==> config.mk <==
export PLATFORM = sky130hd
export DESIGN_NAME = gcm_ghash_ctrl
export DESIGN_NICKNAME = d
export VERILOG_FILES = /design/src/rtl/gcm_ghash_ctrl.sv
export SDC_FILE = /design/constraint.sdc
export NUM_CORES = 1
export LEC_CHECK = 0
export BUFFER_PORTS_ARGS = -buffer_cell sky130_fd_sc_hd__buf_2
export CAP_MARGIN = 10
export CORE_AREA = 8 8 300 302
export DETAILED_ROUTE_END_ITERATION = 10
export DIE_AREA = 0 0 308 310
export PLACE_DENSITY = 0.57
export SLEW_MARGIN = 10
export SYNTH_ARGS = -nofsm -noshare
export SYNTH_HDL_FRONTEND = slang
export SYNTH_SLANG_ARGS = --single-unit
==> constraint.sdc <==
create_clock -name clk -period 6.3 [get_ports clk]
set_input_delay 0.63 -clock clk [delete_from_list [all_inputs] [get_ports clk]]
set_output_delay 0.63 -clock clk [all_outputs]
set_load 0.03 [all_outputs]
==> src/rtl/gcm_ghash_ctrl.sv <==
// gcm_ghash_ctrl: sequencer in front of the gcm_ghash multiplier core.
// Takes 128-bit AAD/ciphertext blocks, zero-pads partial blocks, issues
// init/next to the core one block at a time, counts AAD and ciphertext bit
// lengths and finally hashes the len(A)||len(C) block to produce GHASH S.
module gcm_ghash_ctrl (
  input  logic         clk,
  input  logic         reset,
  input  logic         start,
  input  logic [127:0] h_key,
  input  logic         len_only,
  input  logic         s_valid,
  output logic         s_ready,
  input  logic [127:0] s_data,
  input  logic [4:0]   s_bytes,
  input  logic         s_aad,
  input  logic         s_last,
  output logic         core_init,
  output logic         core_next,
  output logic [127:0] core_h0,
  output logic [127:0] core_x,
  input  logic [127:0] core_y,
  input  logic         core_ready,
  output logic         busy,
  output logic         tag_valid,
  output logic [127:0] tag_hash,
  output logic         order_err
);

  typedef enum logic [2:0] {
    ST_IDLE      = 3'd0,
    ST_WAIT_DATA = 3'd1,
    ST_ISSUE     = 3'd2,
    ST_WAIT_CORE = 3'd3,
    ST_LEN_ISSUE = 3'd4,
    ST_LEN_WAIT  = 3'd5,
    ST_DONE      = 3'd6
  } state_t;

  state_t         state_q, state_d;
  logic           blank_q, blank_d;
  logic           first_q, first_d;
  logic           seen_ct_q, seen_ct_d;
  logic           last_q, last_d;
  logic [63:0]    aad_bits_q, aad_bits_d;
  logic [63:0]    ct_bits_q, ct_bits_d;
  logic [127:0]   core_h0_q, core_h0_d;
  logic [127:0]   core_x_q, core_x_d;
  logic [127:0]   tag_hash_q, tag_hash_d;
  logic           core_init_q, core_init_d;
  logic           core_next_q, core_next_d;
  logic           busy_q, busy_d;
  logic           tag_valid_q, tag_valid_d;
  logic           order_err_q, order_err_d;

  logic           accept_s;
  logic           ord_err_s;
  logic           core_done_s;
  logic [4:0]     nbytes_s;
  logic [63:0]    bits_add_s;
  logic [127:0]   padded_s;

  // Keep bytes 0..nbytes-1 (byte 0 is the MSB byte) and zero the rest.
  function automatic logic [127:0] pad_block(input logic [127:0] blk,
                                             input logic [4:0]   nbytes);
    logic [127:0] res;
    res = 128'd0;
    for (int i = 0; i < 16; i++) begin
      if (5'(i) < nbytes) begin
        res[127 - 8*i -: 8] = blk[127 - 8*i -: 8];
      end else begin
        res[127 - 8*i -: 8] = 8'h00;
      end
    end
    return res;
  endfunction

  // A byte count of 0 (or anything out of range) means a full block.
  assign nbytes_s    = ((s_bytes == 5'd0) || (s_bytes > 5'd16)) ? 5'd16 : s_bytes;
  assign bits_add_s  = {56'd0, nbytes_s, 3'b000};
  assign padded_s    = pad_block(s_data, nbytes_s);
  assign accept_s    = (state_q == ST_WAIT_DATA) && s_valid;
  assign ord_err_s   = accept_s && s_aad && seen_ct_q;
  // The first wait cycle is blanked: the core may not have dropped ready yet.
  assign core_done_s = !blank_q && core_ready;

  assign s_ready   = (state_q == ST_WAIT_DATA);
  assign core_init = core_init_q;
  assign core_next = core_next_q;
  assign core_h0   = core_h0_q;
  assign core_x    = core_x_q;
  assign busy      = busy_q;
  assign tag_valid = tag_valid_q;
  assign tag_hash  = tag_hash_q;
  assign order_err = order_err_q;

  // State register.
  always_ff @(posedge clk) begin
    if (reset) begin
      state_q <= ST_IDLE;
    end else begin
      state_q <= state_d;
    end
  end

  // Next-state logic.
  always_comb begin
    state_d = state_q;
    case (state_q)
      ST_IDLE: begin
        if (start) begin
          state_d = len_only ? ST_LEN_ISSUE : ST_WAIT_DATA;
        end else begin
          state_d = ST_IDLE;
        end
      end
      ST_WAIT_DATA: begin
        if (ord_err_s) begin
          state_d = ST_IDLE;
        end else if (accept_s) begin
          state_d = ST_ISSUE;
        end else begin
          state_d = ST_WAIT_DATA;
        end
      end
      ST_ISSUE:     state_d = ST_WAIT_CORE;
      ST_WAIT_CORE: begin
        if (core_done_s) begin
          state_d = last_q ? ST_LEN_ISSUE : ST_WAIT_DATA;
        end else begin
          state_d = ST_WAIT_CORE;
        end
      end
      ST_LEN_ISSUE: state_d = ST_LEN_WAIT;
      ST_LEN_WAIT: begin
        if (core_done_s) begin
          state_d = ST_DONE;
        end else begin
          state_d = ST_LEN_WAIT;
        end
      end
      ST_DONE:      state_d = ST_IDLE;
      default:      state_d = ST_IDLE;
    endcase
  end

  // Output and datapath next values; pulses are set on entry to their state.
  always_comb begin
    first_d     = first_q;
    seen_ct_d   = seen_ct_q;
    last_d      = last_q;
    aad_bits_d  = aad_bits_q;
    ct_bits_d   = ct_bits_q;
    core_h0_d   = core_h0_q;
    core_x_d    = core_x_q;
    tag_hash_d  = tag_hash_q;
    core_init_d = 1'b0;
    core_next_d = 1'b0;
    order_err_d = 1'b0;
    busy_d      = (state_d != ST_IDLE);
    tag_valid_d = (state_d == ST_DONE);
    blank_d     = ((state_d == ST_WAIT_CORE) || (state_d == ST_LEN_WAIT)) &&
                  (state_d != state_q);
    case (state_q)
      ST_IDLE: begin
        if (start) begin
          core_h0_d  = h_key;
          aad_bits_d = 64'd0;
          ct_bits_d  = 64'd0;
          seen_ct_d  = 1'b0;
          last_d     = 1'b0;
          first_d    = 1'b1;
          if (len_only) begin
            core_x_d    = 128'd0;
            core_init_d = 1'b1;
          end else begin
            core_x_d    = core_x_q;
          end
        end else begin
          first_d = first_q;
        end
      end
      ST_WAIT_DATA: begin
        if (ord_err_s) begin
          order_err_d = 1'b1;
        end else if (accept_s) begin
          core_x_d = padded_s;
          if (s_aad) begin
            aad_bits_d = aad_bits_q + bits_add_s;
          end else begin
            ct_bits_d  = ct_bits_q + bits_add_s;
            seen_ct_d  = 1'b1;
          end
          last_d      = s_last;
          core_init_d = first_q;
          core_next_d = !first_q;
        end else begin
          order_err_d = 1'b0;
        end
      end
      ST_ISSUE: begin
        first_d = 1'b0;
      end
      ST_WAIT_CORE: begin
        if (core_done_s && last_q) begin
          core_x_d    = {aad_bits_q, ct_bits_q};
          core_init_d = first_q;
          core_next_d = !first_q;
        end else begin
          core_x_d    = core_x_q;
        end
      end
      ST_LEN_ISSUE: begin
        first_d = 1'b0;
      end
      ST_LEN_WAIT: begin
        if (core_done_s) begin
          tag_hash_d = core_y;
        end else begin
          tag_hash_d = tag_hash_q;
        end
      end
      ST_DONE: begin
        first_d = first_q;
      end
      default: begin
        first_d = first_q;
      end
    endcase
  end

  // Datapath and registered outputs.
  always_ff @(posedge clk) begin
    if (reset) begin
      blank_q     <= 1'b0;
      first_q     <= 1'b0;
      seen_ct_q   <= 1'b0;
      last_q      <= 1'b0;
      aad_bits_q  <= 64'd0;
      ct_bits_q   <= 64'd0;
      core_h0_q   <= 128'd0;
      core_x_q    <= 128'd0;
      tag_hash_q  <= 128'd0;
      core_init_q <= 1'b0;
      core_next_q <= 1'b0;
      busy_q      <= 1'b0;
      tag_valid_q <= 1'b0;
      order_err_q <= 1'b0;
    end else begin
      blank_q     <= blank_d;
      first_q     <= first_d;
      seen_ct_q   <= seen_ct_d;
      last_q      <= last_d;
      aad_bits_q  <= aad_bits_d;
      ct_bits_q   <= ct_bits_d;
      core_h0_q   <= core_h0_d;
      core_x_q    <= core_x_d;
      tag_hash_q  <= tag_hash_d;
      core_init_q <= core_init_d;
      core_next_q <= core_next_d;
      busy_q      <= busy_d;
      tag_valid_q <= tag_valid_d;
      order_err_q <= order_err_d;
    end
  end

endmodule

======== After elaboration in Yosys (flattened, before gate mapping) ========
Cells that the tools add are included.
storage, ports and cells
  bits in read-only memories .............. 0
  bits in latches ......................... 0
  output and inout port bits .............. 390
  memories kept ........................... 0
  bits in registers ....................... 524
  bits in writable memories ............... 0
operators by class
  bitwise operators ....................... 1
  shift-type cells ........................ 0
  multiplexer cells ....................... 61
  div/mod/pow operators ................... 0
  multiply operators ...................... 0
  magnitude comparators ................... 17
  reductions and logical operators ........ 25
  eq/ne operators ......................... 16
  add/subtract/negate cells ............... 2
operator list
  cell                                                 number
  two-way mux 128 bit                                  5
  two-way mux 64 bit                                   7
  one-hot mux 128 bit (3 select lines)                 1
  one-hot mux 64 bit (2 select lines)                  2
  adder 64 x 8 -> 64 bit                               2
  two-way mux 8 bit                                    16
  < comparator 4 x 5 -> 1 bit, first input constant    8
  < comparator 3 x 5 -> 1 bit, first input constant    4
  one-hot mux 3 bit (6 select lines)                   1
  two-way mux 1 bit                                    16
  equality test 3 bit, second input constant           4
  two-way mux 3 bit                                    4
  < comparator 1 x 5 -> 1 bit, first input constant    2
  < comparator 2 x 5 -> 1 bit, first input constant    2
  inequality test 2 bit, second input constant         5
  AND reduction 5 bit                                  2
  equality test 3 x 2 -> 1 bit, second input constant  3
  one-hot mux 1 bit (2 select lines)                   4
  logical AND 1 bit                                    6
  two-way mux 2 bit                                    3
  AND reduction 2 bit                                  3
  AND reduction 6 bit                                  1
  nonzero test 3 bit                                   2
  > comparator 5 bit, second input constant            1
  13 further kinds                                     18

======== Depth between registers and ports, before layout ========
Gate-level depths: netlist (run 1).
  depth in word-level cells ............... 9
  gate-level depth with buffers ........... 14

======== Worst setup path before layout (run 1) ========
No wires, ideal clock.
  path kind ............................... input -> register
  from .................................... input port s_bytes[2]
  to ...................................... register ct_bits_q[39]
  buffers on the path ..................... 3
  setup slack ............................. 2.718 ns
  required time ........................... 6.168 ns
  data arrival time ....................... 3.450 ns
  stages on the path ...................... 14
  path through ............................ or4_1 -> ha_1 -> nor2b_1 -> ha_1 -> inv_1 -> fa_1 -> inv_1 -> maj3_1 -> o211ai_1 -> buf_2 -> buf_2 -> buf_2 -> o31ai_1 -> a21oi_1
on the way
  longest elaborated chain between the ends .. 8
  elaborated cells on any way between the ends .. 9
  classes of those cells .................. 1 x add/sub; 1 x order compare; 5 x mux; 2 x reduce/logical
ends and longest elaborated chain
  item                                                          RTL line  text
  start, declared                                               14        input logic [4:0] s_bytes,
  > comparator 5 bit / zero test 5 bit (equally long branches)  78        assign nbytes_s = ((s_bytes == 5'd0) || (s_bytes > 5'd16)) ? 5'd16 : s_bytes;
  logical OR 1 bit                                              78
  two-way mux 5 bit (*)                                         78
  adder 64 x 8 -> 64 bit (*)                                    190       ct_bits_d = ct_bits_q + bits_add_s;
  two-way mux 64 bit (*)                                        187       if (s_aad) begin
  two-way mux 64 bit (*)                                        185       end else if (accept_s) begin
  two-way mux 64 bit (*)                                        183       if (ord_err_s) begin
  one-hot mux 64 bit (2 select lines) (*)                       163       case (state_q)
  end signal, assigned                                          254       ct_bits_q <= ct_bits_d;
  end, declared                                                 45        logic [63:0] ct_bits_q, ct_bits_d;
Every way passes the cells marked *; elsewhere a longest branch is shown, timed or not. The select of a mux whose other input is x is not followed.
A chain may end at the register's enable or synchronous reset.

======== Final worst setup path (run 1) ========
  from .................................... input port s_bytes[2]
  to ...................................... register aad_bits_q[55]
on the way
  longest elaborated chain between the ends .. 8
  elaborated cells on any way between the ends .. 9
  classes of those cells .................. 1 x add/sub; 1 x order compare; 5 x mux; 2 x reduce/logical
ends and longest elaborated chain
  item                                                          RTL line  text
  > comparator 5 bit / zero test 5 bit (equally long branches)  78
  logical OR 1 bit                                              78
  two-way mux 5 bit (*)                                         78
  adder 64 x 8 -> 64 bit (*)                                    188       aad_bits_d = aad_bits_q + bits_add_s;
  two-way mux 64 bit (*)                                        187
  two-way mux 64 bit (*)                                        185
  two-way mux 64 bit (*)                                        183
  one-hot mux 64 bit (2 select lines) (*)                       163
  end signal, assigned                                          253       aad_bits_q <= aad_bits_d;
  end, declared                                                 44        logic [63:0] aad_bits_q, aad_bits_d;
Marked as above.

==> results of run 1 <==
## final cells by class
| cell class | count | area share [%] |
|---|---|---|
| clock buffer | 89 | 6.496 |
| tap | 1155 | 5.181 |
| clock inverter | 23 | 1.166 |
| antenna | 19 | 0.1705 |
| multi-input combinational | 1716 | 34.50 |
| inverter | 47 | 0.6325 |
| timing repair buffer | 806 | 14.68 |
| sequential | 518 | 37.18 |
## logic make-up after synthesis
logic type,after synthesis
AO/OA/AOI/OAI,795
AND/OR/NAND/NOR,887
XOR/XNOR,17
multiplexers,1
flip-flops,518
buffers and inverters,228
adder cells (fa/ha/maj),16
## critical path, cell delays in order
cell and delay (ns):
buf_2 0.13, or4_1 0.56, ha_1 0.34, nor2b_1 0.32
ha_1 0.25, inv_1 0.06, fa_1 0.42, inv_1 0.08
maj3_1 0.21, o211ai_1 0.35, buf_4 0.37, or4_1 0.51
a21oi_1 0.14
## report_power, final
group          internal (W)  switching, W
combinational      0.000303      0.000794
sequential          0.00339     0.0000682
clock               0.00227       0.00148
total               0.00597       0.00234
## stage by stage
step / instances / worst slack, ns / util, % / instance area, um2 / total power (W)
2_1_floorplan: 2462 / 2.718 / - / 20810 / 0.004183
3_3_place_gp: 4242 / 1.896 / 30.00 / 25700 / 0.004637
3_5_place_dp: 4242 / 1.878 / 30.00 / 25700 / 0.004642
4_1_cts: 4354 / 2.567 / 32.49 / 27840 / 0.008437
5_1_grt: 4363 / 2.235 / 32.53 / 27870 / 0.008643
6_report: 4373 / 2.486 / 32.56 / 27890 / 0.008311
## final timing paths
kind                                  start        endpoint  depth (start not counted)
worst max register to register   state_q[0]      core_x[78]                          6
worst max-delay path             s_bytes[2]  aad_bits_q[55]                         13
worst min-delay path            core_y[124]   tag_hash[124]                          3
worst min register to register  core_h0[43]     core_h0[43]                          2
## registers in the layout (all words and copies together) (netlist names), 3 cells and up
signal,flops
core_x,128
ct_bits_q,61
state_q,3
core_h0,128
aad_bits_q,61
tag_hash,128
## synthesized netlist by cell type, types with 9 or more instances
library cell	number	area share, %
o31ai_1	60	2.2
o21ai_0	47	1.1
nor2_1	49	0.88
xnor2_1	14	0.59
nand3_1	41	0.99
or4_1	60	2.2
o2bb2ai_1	122	5.1
buf_2	15	0.36
dfxtp_1	518	50
inv_1	46	0.83
a21oi_1	388	9.3
and3_1	9	0.27
nor3_1	10	0.24
nand4_1	42	1.3
nand2_1	580	10
clkbuf_1	160	2.9
or3_1	35	1.1
a22oi_1	122	4.4
ha_1	9	0.54
## layer usage
layer,vias to the layer above,global-route usage [%],share of wire [%]
met5,-,0,0.16
met4,22,5.831,3.1
met3,151,6.597,9.0
met2,668,30.30,49
met1,9870,20.19,39
li1,10270,-,-
==> results.toml, run 1 <==
[clock_network]
clockBufferDepth = 3
cts_buffers = 60
htreeDepth = 2
clockRootBuffer = "clkbuf_16"
clkLatencyLatePin_ns = 0.64
cts_setup_buffers = 0
clkTransAtPathRegs_ns = 0.06
cts.repair.resized = 0
cts_tree = "built"
cts.sinks = 518
hold_buffers = 0

[layout]
multi_input_area_mm2 = 0.009622
ff_latch_area_mm2 = 0.01037
nFillCells = 9209
final_cell_mix = "buf_2, nand2_1, dfxtp_1"
drive_above_1_share_pct = 29.38
final_common_cell = "buf_2"
fin_nets = 3557
area_delta_synth_final_pct = 34.01

[yosys]
synth_xor_area_share_pct = 0.7154
synth.avg_cell_area_um2 = 8.454
synth_top_family_by_area = "compound AO/OA/AOI/OAI gates"
ys_seq_elements = 518
yosys.area_share.simple_pct = 19.66
synth.distinct_cells = 67
syn_inst = 2462
async_flop_share_pct = 0
ys_seq_area_share_pct = 49.82
synth_fa_ha_area_share_pct = 0.9739
yosys_most_used_dff = "dfxtp_1"
synthMuxAreaShare_pct = 0.04809
ys_warn_count = 0
syn-cell-area_mm2 = 0.02081
synth_compound_area_share_pct = 24.50
synth-edff-count = 0
syn-num-nets = 2870

[sta]
setup_viol = 0
hold_viol = 0
hold_slack_ns = 0.2222
worst_pin_slew_ns = 1.092
fin_tns_setup_ns = 0
fin_crit_sh_pct = 60.54
period_needed_ns = 3.814
maxSlewHeadroom_pct = 27.23
slew_violations = 0
rsz0062_at_grt = "false"
max_freq_mhz = 262.2
clock-skew-final_ns = 0.03118

[flow_run]
drv_cap = 0

[worst_setup_path]
critPathLaunchType = "primary input"
reg2reg_slack_ns = 2.61
critical_path_class = "primary input to register"
crit_arrival_ns = 4.37
end_kind = "register"
critical_path.max_fanout = 26
crit_required_ns = 6.86

[floorplanning]
rows = 108
die_w_um = 308
fp.coreArea_mm2 = 0.08567
die_area_mm2 = 0.09548
pin_count = 787
initial_utilization_pct = 24.29
die_height_um = 310

[routing]
vias_per_cell = 4.797
vias = 20980
drc_errors = 0
drtAntennaViolNets = 0
drt_wl_total_um = 90450
first_pass_iters = 5
wire_per_inst_um = 20.68
drtIter0Drc = 1631

[hold_path]
hold_path_class = "primary input to register"

[global_route]
grt_max_degree = 110
track_usage_pct = 17.64
overflow = 0
grt_pass1_wl_um = 130300
antenna_found_initial = 37
grt_pass1_vias = 20060

[pwr]
ir_drop_uv = 242.6
powerDensity_mw_per_mm2 = 298.0
power.leakage_nw = 10.90

[place]
dp_hpwl_um = 68370
io_buffers = 786
place_congestion = 0.8577

[outcome]
status = "finished clean"
Note: power is estimated with default switching activity, not from simulation.
==> run 2, diff against run 1 <==
--- a/config.mk
+++ b/config.mk
@@ -7,10 +7,10 @@
 export LEC_CHECK = 0
 export BUFFER_PORTS_ARGS = -buffer_cell sky130_fd_sc_hd__buf_2
 export CAP_MARGIN = 10
-export CORE_AREA = 8 8 300 302
+export CORE_AREA = 8 8 303 305
 export DETAILED_ROUTE_END_ITERATION = 10
-export DIE_AREA = 0 0 308 310
-export PLACE_DENSITY = 0.57
+export DIE_AREA = 0 0 311 313
+export PLACE_DENSITY = 0.56
 export SLEW_MARGIN = 10
 export SYNTH_ARGS = -nofsm -noshare
 export SYNTH_HDL_FRONTEND = slang
==> constraint.sdc (replaced) <==
create_clock -name clk -period 3.6 [get_ports clk]
set_input_delay 0.36 -clock clk [delete_from_list [all_inputs] [get_ports clk]]
set_output_delay 0.36 -clock clk [all_outputs]
set_load 0.03 [all_outputs]
==> run 2 against run 1 <==
  * Register-to-register slack lost 1.8 ns
  * Total power rose by 74%
  * Flip-flop and latch count is the same
  * Clock skew down 0.013 ns
  * Largest power group unchanged
  * Core utilization increased by 3.5 points
  * Final cell count increased by 8.4%
  * Sequential power up 75%
  * Global-route usage rose by 0.52 points
==> results.toml, run 2 (synthesis results as in run 1) <==
[layout]
area_delta_synth_final_pct = 51.09
finalNonFillerCells = 4739
nFillCells = 8984
final_cell_mix = "buf_2, nand2_1, dfxtp_1"
fin_nets = 3926
final_common_cell = "buf_2"
drive_above_1_share_pct = 27.52

[worst_setup_path]
r2r_end = "aad_bits_q[62]"
end_kind = "register"
crit_required_ns = 4.12
crit_arrival_ns = 3.63
critical_path_class = "primary input to register"
r2r_start = "state_q[1]"
critPathLaunchType = "primary input"
reg2reg_slack_ns = 0.79
ff2ff_path_depth = 6
critical_path.max_fanout = 47

[routing]
wl_met3_um = 7229
vias_per_cell = 4.782
drc_errors = 0
wire_per_inst_um = 19.84
met2_length_um = 45750
drt_wl_total_um = 94030
first_pass_iters = 5
highest_layer = "met5"
drtIter0Drc = 1395
drtAntennaViolNets = 0
vias = 22660
wl_met1_um = 35990

[clock_network]
clockBufferDepth = 3
clkLatencyLatePin_ns = 0.61
cts.sinks = 518
cts_setup_buffers = 0
cts_buffers = 60
clockRootBuffer = "clkbuf_16"
htreeDepth = 2
cts_tree = "built"
cts.repair.resized = 0
clkTransAtPathRegs_ns = 0.06
hold_buffers = 324

[hold_path]
min_to = "tag_hash[106]"
hold_path.startpoint = "core_y[106]"
hold_path_class = "primary input to register"
hold_depth = 3

[place]
dp_hpwl_um = 68990
io_buffers = 786
dp_slack_ns = -0.1015
placed_cells = 4297
place_congestion = 0.8167

[floorplanning]
die_area_mm2 = 0.09734
pin_count = 787
die_w_um = 311
rows = 109
fp.coreArea_mm2 = 0.08728
initial_utilization_pct = 23.85
die_height_um = 313

[sta]
setup_ws_ns = 0.4924
setup_viol = 0
period_needed_ns = 3.108
hold_viol = 0
maxSlewHeadroom_pct = 33.69
clock-skew-final_ns = 0.01812
hold_slack_ns = 0.02669
max_freq_mhz = 321.8
slew_violations = 0
fin_crit_sh_pct = 86.32
rsz0062_at_grt = "false"
worst_pin_slew_ns = 0.9929

[global_route]
grt_pass1_vias = 22960
grt_pass1_wl_um = 141100
grt_max_degree = 181
antenna_found_initial = 20
track_usage_pct = 18.15
overflow = 0

[outcome]
status = "finished clean"

[pwr]
power.leakage_nw = 12.45
powerDensity_mw_per_mm2 = 460.7
ir_drop_uv = 292.2

[flow_run]
drv_cap = 0
run 2: through the flow:
| step | utilization [%] | area, um2 | power, W | TNS [ns] |
|---|---|---|---|---|
| floorplan | - | 20810 | 0.007320 | 0 |
| global placement | 30.04 | 26220 | 0.008202 | -0.6408 |
| detailed placement | 30.04 | 26220 | 0.008212 | -1.328 |
| CTS | 35.99 | 31420 | 0.01467 | 0 |
| global route | 36.01 | 31440 | 0.01510 | 0 |
| finish | 36.03 | 31450 | 0.01449 | 0 |
run 2: where the power goes:
group / total (W) / leakage [nW] / internal [W] / switching (W)
sequential: 0.00605 / 4.19 / 0.00593 / 0.000113
combinational: 0.00232 / 7.31 / 0.000837 / 0.00149
clock: 0.00612 / 0.954 / 0.00356 / 0.00256
run 2: metal layers:
layer / track usage (%) / up-vias
met4: 9.154 / 4
met2: 31.18 / 765
met5: 0 / -
met3: 5.914 / 209
met1: 20.08 / 10710
li1: - / 10980
run 2: worst max-delay path by stage:
stage / cells past startpoint / to / slack [ns] / from
after floorplan: 14 / ct_bits_q[39] / 0.29 / s_bytes[2]
after global placement: 13 / ct_bits_q[49] / -0.08 / s_bytes[2]
after detailed placement: 13 / ct_bits_q[47] / -0.10 / s_bytes[2]
after CTS: 13 / ct_bits_q[51] / 0.56 / s_bytes[2]
after global routing: 13 / ct_bits_q[57] / 0.32 / s_bytes[2]
final: 13 / ct_bits_q[63] / 0.49 / s_bytes[2]
run 2: area by class of cell:
| class | count | area, um2 | share of cell area (%) |
|---|---|---|---|
| well taps | 1165 | 1458 | 4.635 |
| clock buffers | 82 | 1735 | 5.518 |
| multi-input cells | 1716 | 9613 | 30.57 |
| clock inverters | 23 | 212.7 | 0.6764 |
| repair buffers | 1175 | 7850 | 24.96 |
| diodes | 13 | 32.53 | 0.1034 |
| inverters | 47 | 176.4 | 0.5610 |
| flip-flops and latches | 518 | 10370 | 32.98 |
run 2: critical path: stages:
cell and delay, ns:
buf_2 0.10, or4_1 0.60, ha_1 0.32, nor2b_1 0.24, ha_1 0.23, inv_1 0.06, fa_1 0.38, inv_1 0.10
maj3_1 0.21, o211ai_1 0.13, buf_12 0.22, or4_1 0.51, a21oi_1 0.15
==> run 3, diff against run 2 <==
--- a/config.mk
+++ b/config.mk
@@ -7,9 +7,9 @@
 export LEC_CHECK = 0
 export BUFFER_PORTS_ARGS = -buffer_cell sky130_fd_sc_hd__buf_2
 export CAP_MARGIN = 10
-export CORE_AREA = 8 8 303 305
+export CORE_AREA = 8 8 301 303
 export DETAILED_ROUTE_END_ITERATION = 10
-export DIE_AREA = 0 0 311 313
+export DIE_AREA = 0 0 309 311
 export PLACE_DENSITY = 0.56
 export SLEW_MARGIN = 10
 export SYNTH_ARGS = -nofsm -noshare
==> run 3 against run 2 <==
  * Register-to-register slack worse by 0.20 ns
  * Count of clock-buffer cells in the layout is 9 higher
  * Critical path type unchanged
  * Setup slack worse by 0.0017 ns
  * Total power is 1.9% higher
  * Core utilization is 0.42 points higher
  * Largest cell class unchanged
  * Largest power group unchanged
==> results.toml, run 3 (synthesis results as in run 1) <==
[outcome]
status = "finished clean"

[sta]
slew_violations = 0
max_freq_mhz = 321.6
clock-skew-final_ns = 0.02407
period_needed_ns = 3.109
fin_crit_sh_pct = 86.37
setup_viol = 0
worst_pin_slew_ns = 1.004
hold_slack_ns = 0.03974
hold_viol = 0
rsz0062_at_grt = "false"
setup_ws_ns = 0.4907
maxSlewHeadroom_pct = 32.96

[worst_setup_path]
crit_arrival_ns = 3.64
critical_path.max_fanout = 37
r2r_start = "state_q[1]"
reg2reg_slack_ns = 0.59
crit_required_ns = 4.13
critical_path_class = "primary input to register"
r2r_end = "aad_bits_q[62]"
ff2ff_path_depth = 7
end_kind = "register"
critPathLaunchType = "primary input"

[floorplanning]
die_height_um = 311
die_area_mm2 = 0.09610
initial_utilization_pct = 24.22
pin_count = 787
rows = 108
fp.coreArea_mm2 = 0.08594
die_w_um = 309

[clock_network]
cts.sinks = 518
htreeDepth = 2
clkTransAtPathRegs_ns = 0.06
cts_buffers = 61
cts_tree = "built"
cts_setup_buffers = 0
clockBufferDepth = 3
clockRootBuffer = "clkbuf_16"
clkLatencyLatePin_ns = 0.61
cts.repair.resized = 0

[global_route]
use_met2_pct = 31.01
grt_pass1_wl_um = 137400
overflow = 0
grt_max_degree = 188
track_usage_pct = 18.12
met3_usage_pct = 5.829
grt_pass1_vias = 22330
antenna_found_initial = 23
global_route.usage.met1_pct = 20.15
busiest_layer = "met2"

[pwr]
seq_power_share_pct = 41.0
clkPwrFrac_pct = 43.3
power.leakage_nw = 12.42
p_sw_w = 0.004158
internal-power_w = 0.01060
powerDensity_mw_per_mm2 = 471.2
power_switching_share_pct = 28.17
pwr-share-comb_pct = 15.7
ir_drop_uv = 353.3

[layout]
final_common_cell = "buf_2"
drive_above_1_share_pct = 27.92
area_delta_synth_final_pct = 50.50
final_area_mm2 = 0.03132
fin_nets = 3904
postLayoutCoreUtil_pct = 36.45
final_cell_mix = "buf_2, nand2_1, dfxtp_1"
nFillCells = 8861

[routing]
drtAntennaViolNets = 0
vias = 22500
drt_wl_total_um = 92820
wire_per_inst_um = 19.69
drtIter0Drc = 1666
drc_errors = 0
vias_per_cell = 4.771
first_pass_iters = 5

[hold_path]
hold_depth = 3
hold_path_class = "primary input to register"
hold_path.startpoint = "s_data[74]"
min_to = "core_x[74]"

[place]
dp_slack_ns = -0.06965
dp_hpwl_um = 68230
place_area_mm2 = 0.02624
place_congestion = 0.8555
io_buffers = 786

[flow_run]
drv_cap = 0
[run 3: changes by cell type in the layout (fill, tap and decap cells not counted), sizes merged]
cell         delta
dlygate4sd3    -29
clkbuf          +9
buf             +6
clkinv          -4
bufinv          +2
inv             +2
clkinvlp        -1
diode           +1
[run 3: worst max-delay path, stage by stage]
cell	delay [ns]
buf_2	0.10
or4_1	0.58
ha_1	0.33
nor2b_1	0.27
ha_1	0.22
inv_1	0.05
fa_1	0.39
inv_1	0.10
maj3_1	0.20
o211ai_1	0.14
buf_12	0.22
or4_1	0.52
a21oi_1	0.14
[run 3: metrics by stage]
stage	total power, W	std cells	setup TNS, ns
2_1_floorplan	0.007320	2462	0
4_1_cts	0.01494	4701	0
6_report	0.01476	4715	0
5_1_grt	0.01537	4706	0
3_3_place_gp	0.008220	4293	-0.5387
3_5_place_dp	0.008228	4293	-0.7687
[run 3: layer usage]
metal / vias to the layer above / share of wire [%]
met5: - / 0.18
met4: 14 / 5.0
met3: 199 / 8.0
met2: 777 / 49
met1: 10560 / 38
li1: 10950 / -
[run 3: worst max-delay path by stage]
stage,startpoint,to,slack (ns),cells after the start
floorplan,s_bytes[2],ct_bits_q[39],0.29,14
global placement,s_bytes[2],aad_bits_q[61],-0.06,13
detailed placement,s_bytes[2],aad_bits_q[63],-0.07,13
CTS,s_bytes[2],ct_bits_q[47],0.57,13
global route,s_bytes[2],ct_bits_q[17],0.37,14
finish,s_bytes[2],ct_bits_q[47],0.49,13
[run 3: power groups by stage]
stage	Sequential [W]	Clock (W)	Combinational, W
floorplan	0.00652	0	0.000802
global placement	0.00616	0	0.00206
detailed placement	0.00617	0	0.00206
CTS	0.00604	0.00657	0.00233
global route	0.00607	0.00681	0.00249
finish	0.00605	0.00640	0.00231
[run 3: what timing repair did]
item,4_1_cts,5_1_grt
hold buffers,295,0
endpoints found under the hold margin,295,0
setup endpoints to repair,0,0
[run 3: layout make-up]
cell class | instances | area, um2 | share of cell area, %
inverter | 47 | 176.4 | 0.5632
sequential | 518 | 10370 | 33.11
timing repair buffer | 1152 | 7592 | 24.24
tap | 1155 | 1445 | 4.614
clock buffer | 91 | 1819 | 5.808
antenna | 14 | 35.03 | 0.1118
multi-input combinational | 1716 | 9613 | 30.69
clock inverter | 22 | 272.8 | 0.8708
